### src/rtl/lotr_pkg.sv
// Shared definitions for the ring-side request queues: request record, default entry
// count and small bit-vector helpers used by the free-slot finder and output muxes.
package lotr_pkg;

  localparam int MRO_ENT_DEF = 4;
  localparam int RC_DATA_W   = 32;
  localparam int ENC_MAX     = 32;
  localparam int ENC_W       = $clog2(ENC_MAX);

  typedef struct packed {
    logic                 IsRdRsp;
    logic [RC_DATA_W-1:0] Data;
  } t_rc_req;

  // Index of the lowest clear bit; ENC_MAX-wide callers pad unused positions with ones.
  function automatic logic [ENC_W:0] findFirstZero(input logic [ENC_MAX-1:0] v);
    findFirstZero = (ENC_W+1)'(ENC_MAX);
    for (int i = ENC_MAX-1; i >= 0; i--)
      if (!v[i]) findFirstZero = (ENC_W+1)'(i);
  endfunction

  function automatic logic [ENC_W-1:0] ohToEnc(input logic [ENC_MAX-1:0] oh);
    ohToEnc = '0;
    for (int i = 0; i < ENC_MAX; i++)
      if (oh[i]) ohToEnc = ohToEnc | ENC_W'(i);
  endfunction

endpackage

### src/rtl/mro.sv
// Age matrix: older[r][c] = 1 means entry r was allocated before entry c. Reports the
// oldest masked entry per class; flops are cleared only through Dealloc (no reset pin).
module mro
  import lotr_pkg::*;
#(
  parameter int MRO_MSB = MRO_ENT_DEF-1,
  localparam int NUM_ENT = MRO_MSB+1
) (
  input  logic               Clk,
  input  logic               EnAlloc,
  input  logic [NUM_ENT-1:0] NextAlloc,
  input  logic [NUM_ENT-1:0] Dealloc,
  input  logic [NUM_ENT-1:0] Mask0,
  input  logic [NUM_ENT-1:0] Mask1,
  output logic [NUM_ENT-1:0] Oldest0,
  output logic [NUM_ENT-1:0] Oldest1
);

  logic [NUM_ENT-1:0][NUM_ENT-1:0] older;
  logic [NUM_ENT-1:0][NUM_ENT-1:0] col;
  logic [NUM_ENT-1:0]              cand0, cand1;

  // A new entry is younger than everything present, so its row clears and every
  // other row gains its column. NextAlloc never hits the row being written.
  for (genvar r = 0; r < NUM_ENT; r++) begin : gRow
    always_ff @(posedge Clk) begin
      if (Dealloc[r] | (EnAlloc & NextAlloc[r]))
        older[r] <= '0;
      else if (EnAlloc)
        older[r] <= older[r] | NextAlloc;
    end
  end

  always_comb begin
    col = '0;
    for (int i = 0; i < NUM_ENT; i++)
      for (int j = 0; j < NUM_ENT; j++)
        col[i][j] = older[j][i];
  end

  always_comb begin
    cand0 = '0;
    cand1 = '0;
    for (int i = 0; i < NUM_ENT; i++) begin
      cand0[i] = Mask0[i] & ~|(col[i] & Mask0);
      cand1[i] = Mask1[i] & ~|(col[i] & Mask1);
    end
    // With no candidate the matrix reports column 0; consumers must gate with the mask.
    Oldest0 = (|Mask0) ? cand0 : NUM_ENT'(1);
    Oldest1 = (|Mask1) ? cand1 : NUM_ENT'(1);
  end

endmodule

### src/rtl/mro_req_queue.sv
// Age-ordered request queue: stores requests in free entries, issues the oldest read
// response on port 0 and the oldest other command on port 1, FIFO within each class.
module mro_req_queue
  import lotr_pkg::*;
#(
  parameter int MRO_MSB = MRO_ENT_DEF-1,
  parameter int DATA_W  = 32,
  localparam int NUM_ENT = MRO_MSB+1,
  localparam int CNT_W   = $clog2(NUM_ENT+1)
) (
  input  logic              Clk,
  input  logic              RstN,
  input  logic              InValid,
  output logic              InReady,
  input  logic              InIsRdRsp,
  input  logic [DATA_W-1:0] InData,
  output logic              Out0Valid,
  input  logic              Out0Ready,
  output logic [DATA_W-1:0] Out0Data,
  output logic              Out1Valid,
  input  logic              Out1Ready,
  output logic [DATA_W-1:0] Out1Data,
  output logic [CNT_W-1:0]  Count,
  output logic              Full,
  output logic              Empty
);

  if (NUM_ENT > ENC_MAX) begin : gSizeChk
    $error("mro_req_queue: NUM_ENT exceeds helper width");
  end

  logic [NUM_ENT-1:0]             entValid, entIsRdRsp;
  logic [NUM_ENT-1:0][DATA_W-1:0] entData;
  logic [NUM_ENT-1:0]             allocOh, dealloc, mask0, mask1, oldest0, oldest1;
  logic [ENC_MAX-1:0]             validPad;
  logic [ENC_W:0]                 freeIdx;
  logic                           accept, issue0, issue1;

  // Free-slot finder: lowest-index invalid entry.
  always_comb begin
    validPad = '1;
    validPad[NUM_ENT-1:0] = entValid;
    freeIdx = findFirstZero(validPad);
    allocOh = '0;
    for (int i = 0; i < NUM_ENT; i++)
      allocOh[i] = (32'(freeIdx) == i);
  end

  assign Full    = (Count == CNT_W'(NUM_ENT));
  assign Empty   = (Count == '0);
  assign InReady = RstN & ~Full;
  assign accept  = InValid & InReady;

  assign mask0 = entValid & entIsRdRsp;
  assign mask1 = entValid & ~entIsRdRsp;

  assign Out0Valid = |(oldest0 & mask0);
  assign Out1Valid = |(oldest1 & mask1);
  assign issue0    = Out0Valid & Out0Ready;
  assign issue1    = Out1Valid & Out1Ready;

  // Holding dealloc high in reset clears the matrix on the first edge.
  assign dealloc = RstN ? ((issue0 ? oldest0 : '0) | (issue1 ? oldest1 : '0))
                        : '1;

  always_comb begin
    Out0Data = '0;
    Out1Data = '0;
    for (int i = 0; i < NUM_ENT; i++) begin
      Out0Data = Out0Data | ({DATA_W{oldest0[i]}} & entData[i]);
      Out1Data = Out1Data | ({DATA_W{oldest1[i]}} & entData[i]);
    end
  end

  always_ff @(posedge Clk or negedge RstN) begin
    if (!RstN) begin
      entValid   <= '0;
      entIsRdRsp <= '0;
      Count      <= '0;
    end else begin
      entValid   <= (entValid & ~dealloc) | (accept ? allocOh : '0);
      if (accept)
        entIsRdRsp <= (entIsRdRsp & ~allocOh) | (InIsRdRsp ? allocOh : '0);
      Count <= Count + CNT_W'(accept) - CNT_W'(issue0) - CNT_W'(issue1);
    end
  end

  for (genvar i = 0; i < NUM_ENT; i++) begin : gData
    always_ff @(posedge Clk)
      if (accept & allocOh[i]) entData[i] <= InData;
  end

  mro #(.MRO_MSB(MRO_MSB)) u_mro (
    .Clk       (Clk),
    .EnAlloc   (accept),
    .NextAlloc (allocOh),
    .Dealloc   (dealloc),
    .Mask0     (mask0),
    .Mask1     (mask1),
    .Oldest0   (oldest0),
    .Oldest1   (oldest1)
  );

  aNoAcceptFull: assert property (@(posedge Clk) disable iff (!RstN) !(accept && Full));
  aDeallocValid: assert property (@(posedge Clk) disable iff (!RstN) (dealloc & ~entValid) == '0);
  aCountPop:     assert property (@(posedge Clk) disable iff (!RstN)
                                  Count == CNT_W'($countones(entValid)));
  aOneHot:       assert property (@(posedge Clk) disable iff (!RstN)
                                  $onehot0(oldest0) && $onehot0(oldest1));

endmodule
### config.mk
export PLATFORM = sky130hd
export DESIGN_NAME = mro_req_queue
export DESIGN_NICKNAME = d
export VERILOG_FILES = /design/src/rtl/lotr_pkg.sv /design/src/rtl/mro.sv /design/src/rtl/mro_req_queue.sv
export SDC_FILE = /design/constraint.sdc
export NUM_CORES = 1
export LEC_CHECK = 0
export ABC_AREA = 1
export BUFFER_PORTS_ARGS = -buffer_cell sky130_fd_sc_hd__buf_2
export CORE_ASPECT_RATIO = 2
export CORE_MARGIN = 2
export CORE_UTILIZATION = 51
export DETAILED_ROUTE_END_ITERATION = 8
export PLACE_DENSITY = 0.82
export SYNTH_ARGS = -nofsm -noshare
export SYNTH_HDL_FRONTEND = slang
export SYNTH_SLANG_ARGS = --single-unit
### constraint.sdc
create_clock -name Clk -period 2.3 [get_ports Clk]
set_input_delay 0 -clock Clk [delete_from_list [all_inputs] [get_ports Clk]]
set_output_delay 0 -clock Clk [all_outputs]
set_load 0.01 [all_outputs]
; After elaboration in Yosys (flattened, before gate mapping)
; Cells that the tools add are included.
[classes]
bitwise = 59
n_reduce_logical = 22
n_mux = 11
eq_ne = 4
addsub = 3
[op_table]
columns = cell, count
row1 = 32-bit AND, 8
row2 = 32-bit bitwise OR, 6
row3 = 4-bit AND, 14
row4 = 4-bit OR reduction, 12
row5 = 4-bit two-way mux, 7
row6 = 4-bit bitwise OR, 7
row7 = 6-bit two-way mux, 4
row8 = 1-bit AND, 16
row9 = "6-bit by 2-bit == test with 1-bit output, second input constant", 2
row10 = 4-bit NOT, 3
row11 = 1-bit zero test, 8
row12 = "6-bit by 1-bit == test with 1-bit output, second input constant", 1
row13 = 6-bit zero test, 1
row14 = 3-bit by 1-bit subtractor with 3-bit output, 2
row15 = 1-bit bitwise OR, 4
row16 = 3-bit by 1-bit adder with 3-bit output, 1
row17 = "3-bit == test, second input constant", 1
row18 = 3-bit zero test, 1
row19 = 1-bit NOT, 1
[word_totals]
wordCells = 110
regBits = 155

; Logic depth before layout (Yosys ltp)
[logic_depth]
depth_word = 16
mapped_depth = 13
depth_no_buf = 12

; Hierarchy
; A second synthesis with hierarchy kept.
[unflattened]
hier_cells = 677
area_unflattened_um2 = 6972.9
[modules_own_cells]
columns = mod, area_per_inst_um2, seq_area_each_um2, cells_each, instances
row1 = mro_req_queue, 6199.7, 4119.0, 558, 1
row2 = mro, 773.2, 320.3, 119, 1

; Worst setup path before layout
; No wires, ideal clock.
[synth_path]
kind = register to register
startpoint = register with a tool-made name
endpoint = register Count[2]
path_buffers = 1
path_stages_with_launch = 13
path_slack_ps = 125
arrival_time_ps = 2053
synth_period_minus_slack_ps = 2175
cell_sequence = dfrtp_1 buf_2 nor2_2 nand2_1 nand2_1 nor2_1 nor2_2 a21boi_0 fa_1 inv_1 ha_1 ha_1 xnor2_1
[synth_lines]
columns = item, line_no
row1 = "end signal, assigned", mro_req_queue.sv:84  ; Count <= Count + CNT_W'(accept) - CNT_W'(issue0) - CNT_W'(issue1);
row2 = "end, declared", mro_req_queue.sv:23  ; output logic [CNT_W-1:0] Count,

==> summary.md <==
| Metric | Value |
|---|---|
| Status | `finished, final reports clean` |
| Setup ws final | `~0.071 ns` |
| CP peak stage delay | `~0.43 ns` |
| Final wirelength | `18,500 um` |
| Final HPWL DP | `11,700 um` |
| Critical Path Sink Type | `flop` |
| TritonCTS clock tree | `done` |
| Worst r2r path cells | `12` |
| Netlist Area Pre-Place | `0.00684 mm^2` |
| Hold path cells | `4` |
| Crit start category | `flop` |
| First-pass GRT wire length | `~29,000 um` |
| Bufs on Longest Clock Path | `2` |
| TritonCTS buffer count | `17` |
| Hold_ws | `0.0240 ns` |
| Synth warn | `0` |
| Flop2flop setup slack | `0.07 ns` |
| Unrepaired setup endpoints after global routing | `true` |
| Reg clk slew, reported paths | `0.06 ns` |
| Post-synthesis sequential area ratio | `about two thirds` |
| Hold_sp | `Out0Ready` |
| Total grt overflow | `0` |
| Largest family of logic cells by synthesized area | `simple AND/OR/NAND/NOR gates` |
| Min-Delay Endpoint | `entValid[1]$_DFF_PN0_` |
| Die H | `168 um` |
| PD cells | `947 mW/mm^2` |
| Core area | `0.0131 mm^2` |
| Peak VDD IR | `0.666 mV` |
| Tot GR Track Use | `between 20% and 30%` |
| Post-synthesis cell count | `around 660` |
| Slew @ Worst Pin | `0.481 ns` |
| Layout area overhead | `29.4%` |
| Setup CP Type | `flop to flop` |
| Post-synthesis compound-gate area fraction | `3.31%` |
| Worst min path class | `input pin to flop` |
| Antenna viol nets, final | `0` |
| Largest net degree at the start of global routing | `36` |
| Fin crit share | `96.9%` |
| Commonest cells in the netlist | `nand2_1, edfxtp_1, nand4_1` |
| Worst path cell trace | `inv_1 -> nand2_1 -> nor2_1 -> nand2_1 -> nor2_4 -> nor2_4 -> a21boi_1 -> buf_4 -> fa_2 -> inv_2 -> ha_4 -> ha_2` |
| # DRC | `0` |
| Worst path slowest cell | `fa_2` |
| Area leader, netlist | `edfxtp_1` |
| FF+latch count, synth | `155` |
| Min Tclk post-route | `2.23 ns` |
| Synth area leaders | `edfxtp_1, nand2_1, dfxtp_1` |
| Routed WL per cell | `around 19 um` |
| Die area | `0.0144 mm^2` |
| Synth Area in Adders | `less than 1%` |
| Sink Count | `between 150 and 200` |
| Fillers | `962` |
| Max Slew Vio Count | `0` |
| Starting Density | `a little over half` |
| Syn Nets | `703` |
| Root Driver | `clkbuf_16` |
| Ports | `110` |
| Ys async rst share | `between 7 and 8%` |
| Initial antenna violation count | `0` |
| Buffers and inverters on the worst path | `3` |
| Mux contribution to synthesized area | `0%` |
| Mean area per synthesized cell | `approximately 10 um^2` |
| Synth Flop Type | `edfxtp_1` |
| Rel. slew slack | `68.0%` |
| CP top delay family | `adder cells` |
| Diode count | `0` |
| Row Count | `59` |
| Final setup fails | `0` |
| Vias in the first global route | `roughly 5,700` |
| Drt pass-1 iters | `5` |
| Setup Skew | `roughly 0.01 ns` |
| Netlist cell types | `29` |
| Setup TNS Final | `0 ns` |
| EDFF count, synth | `about 130` |
| Crit Path Max Fanout | `4` |
| Critical path arrival | `2.53 ns` |
| Max-cap violations | `0` |
| Initial DRC count | `478` |
| Post-synth top area share | `56.2%` |
| Port Buffer Count | `109` |
| Total number of vias | `roughly 5,700` |
| Share of layout cells above drive strength 1 | `27.9%` |
| Setup slack at placement | `-0.0641 ns` |
| Max Clk Rate | `449 MHz` |
| Horiz. Die Dim | `85.9 um` |
| Final Wtd Congestion | `0.940` |
| Leakage dissipation | `3.48 nW` |
| Worst reg2reg path endpoint | `Count[1]$_DFF_PN0_` |
| Most common cell in the synthesized netlist | `nand2_1` |
| Nets | `around 880` |
| Post-Synth XOR/XNOR Area | `less than 1%` |
| WP data required | `roughly 2.6 ns` |
| Simple-gate portion of the synthesized area | `26.9%` |
| H-tree levels | `4` |
| Fin. Hold Viols | `0` |
| Clk Latency, worst-skew pair | `0.42 ns` |
| Drt via density | `5.73` |
tightest hold or removal path, cell delays in order:
cell and delay (ns):
buf_2 0.17, nand2_1 0.10, nand4_1 0.09, nand2_1 0.04
report_power, final:
group          switching (mW)  internal, mW  total, mW  leakage [nW]
logic                    1.33         0.905       2.23          1.77
registers               0.151          3.25       3.40          1.43
clock network            1.05          1.69       2.74         0.283
cells by family after synthesis:
logic type | Yosys count
AND/OR/NAND/NOR | 411
adder cells (fa/ha/maj) | 4
XOR/XNOR | 2
buffers and inverters | 57
AO/OA/AOI/OAI | 32
flip-flops | 155
flip-flops by register name, indices dropped and copies added, names as in the netlist, named ones only:
register / flops
entValid: 4
Count: 3
entData: 128
u_mro.col: 16
metrics by stage:
stage / instance area (um^2) / power, mW / std cells / utilization (%)
2_1_floorplan: 6840 / 4.56 / 661 / -
3_3_place_gp: 7790 / 5.50 / 929 / 59.6
3_5_place_dp: 7790 / 5.54 / 929 / 59.6
4_1_cts: 8760 / 8.32 / 999 / 67.0
5_1_grt: 8850 / 8.74 / 1001 / 67.7
6_report: 8850 / 8.38 / 1001 / 67.7
per-layer routing:
layer / up-vias / wire length [um] / track usage [%]
li1: 2643 / - / -
met1: 2767 / 6110 / 27.7
met2: 270 / 10400 / 48.3
met3: 58 / 1210 / 5.93
met4: 0 / 761 / 13.3
met5: - / 0 / 0
cell type report:
| class | instances | area (um^2) | share of cell area [%] |
|---|---|---|---|
| Clock buffer | 19 | 433 | 4.89 |
| Clock inverter | 12 | 148 | 1.67 |
| Inverter | 27 | 101 | 1.14 |
| Multi-Input combinational cell | 449 | 2250 | 25.4 |
| Sequential cell | 155 | 4440 | 50.2 |
| Tap cell | 152 | 190 | 2.15 |
| Timing Repair Buffer | 187 | 1280 | 14.5 |
timing repair:
item	in CTS	in global routing
gates resized for setup	3	31
endpoints found under the setup margin	2	22
cloned	0	0
hold buffers	35	0
setup buffers	4	2
pin swaps	3	11
hold endpoints to repair	143	0
worst max path at each step:
stage,end,cells past startpoint,from,slack (ns)
after CTS,Count[2]$_DFF_PN0_,12,entValid[1]$_DFF_PN0_,0.003
after global placement,Count[2]$_DFF_PN0_,13,entValid[2]$_DFF_PN0_,-0.03
final,Count[1]$_DFF_PN0_,12,flop,0.07
after global routing,Count[2]$_DFF_PN0_,13,entValid[2]$_DFF_PN0_,-0.02
after floorplan,Count[2]$_DFF_PN0_,12,flop,0.12
after detailed placement,Count[2]$_DFF_PN0_,13,entValid[2]$_DFF_PN0_,-0.06
cells in the final DEF (no fill, tap or decap), types with 3 or more instances in the layout:
cell type	n
a22oi_1	20
buf_12	4
buf_2	109
buf_4	35
buf_6	4
bufinv_16	3
clkbuf_16	17
clkinv_2	5
dfrtp_1	7
dfrtp_2	4
dfxtp_1	16
dlygate4sd3_1	35
edfxtp_1	128
inv_1	17
inv_2	8
nand2_1	251
nand2_2	10
nand3_1	42
nand3_2	4
nand4_1	49
nand4_2	3
nor2_1	29
nor2_2	7
nor2_4	8
o21ai_0	6
or2_2	4
Power figures use the tool's default switching activity.
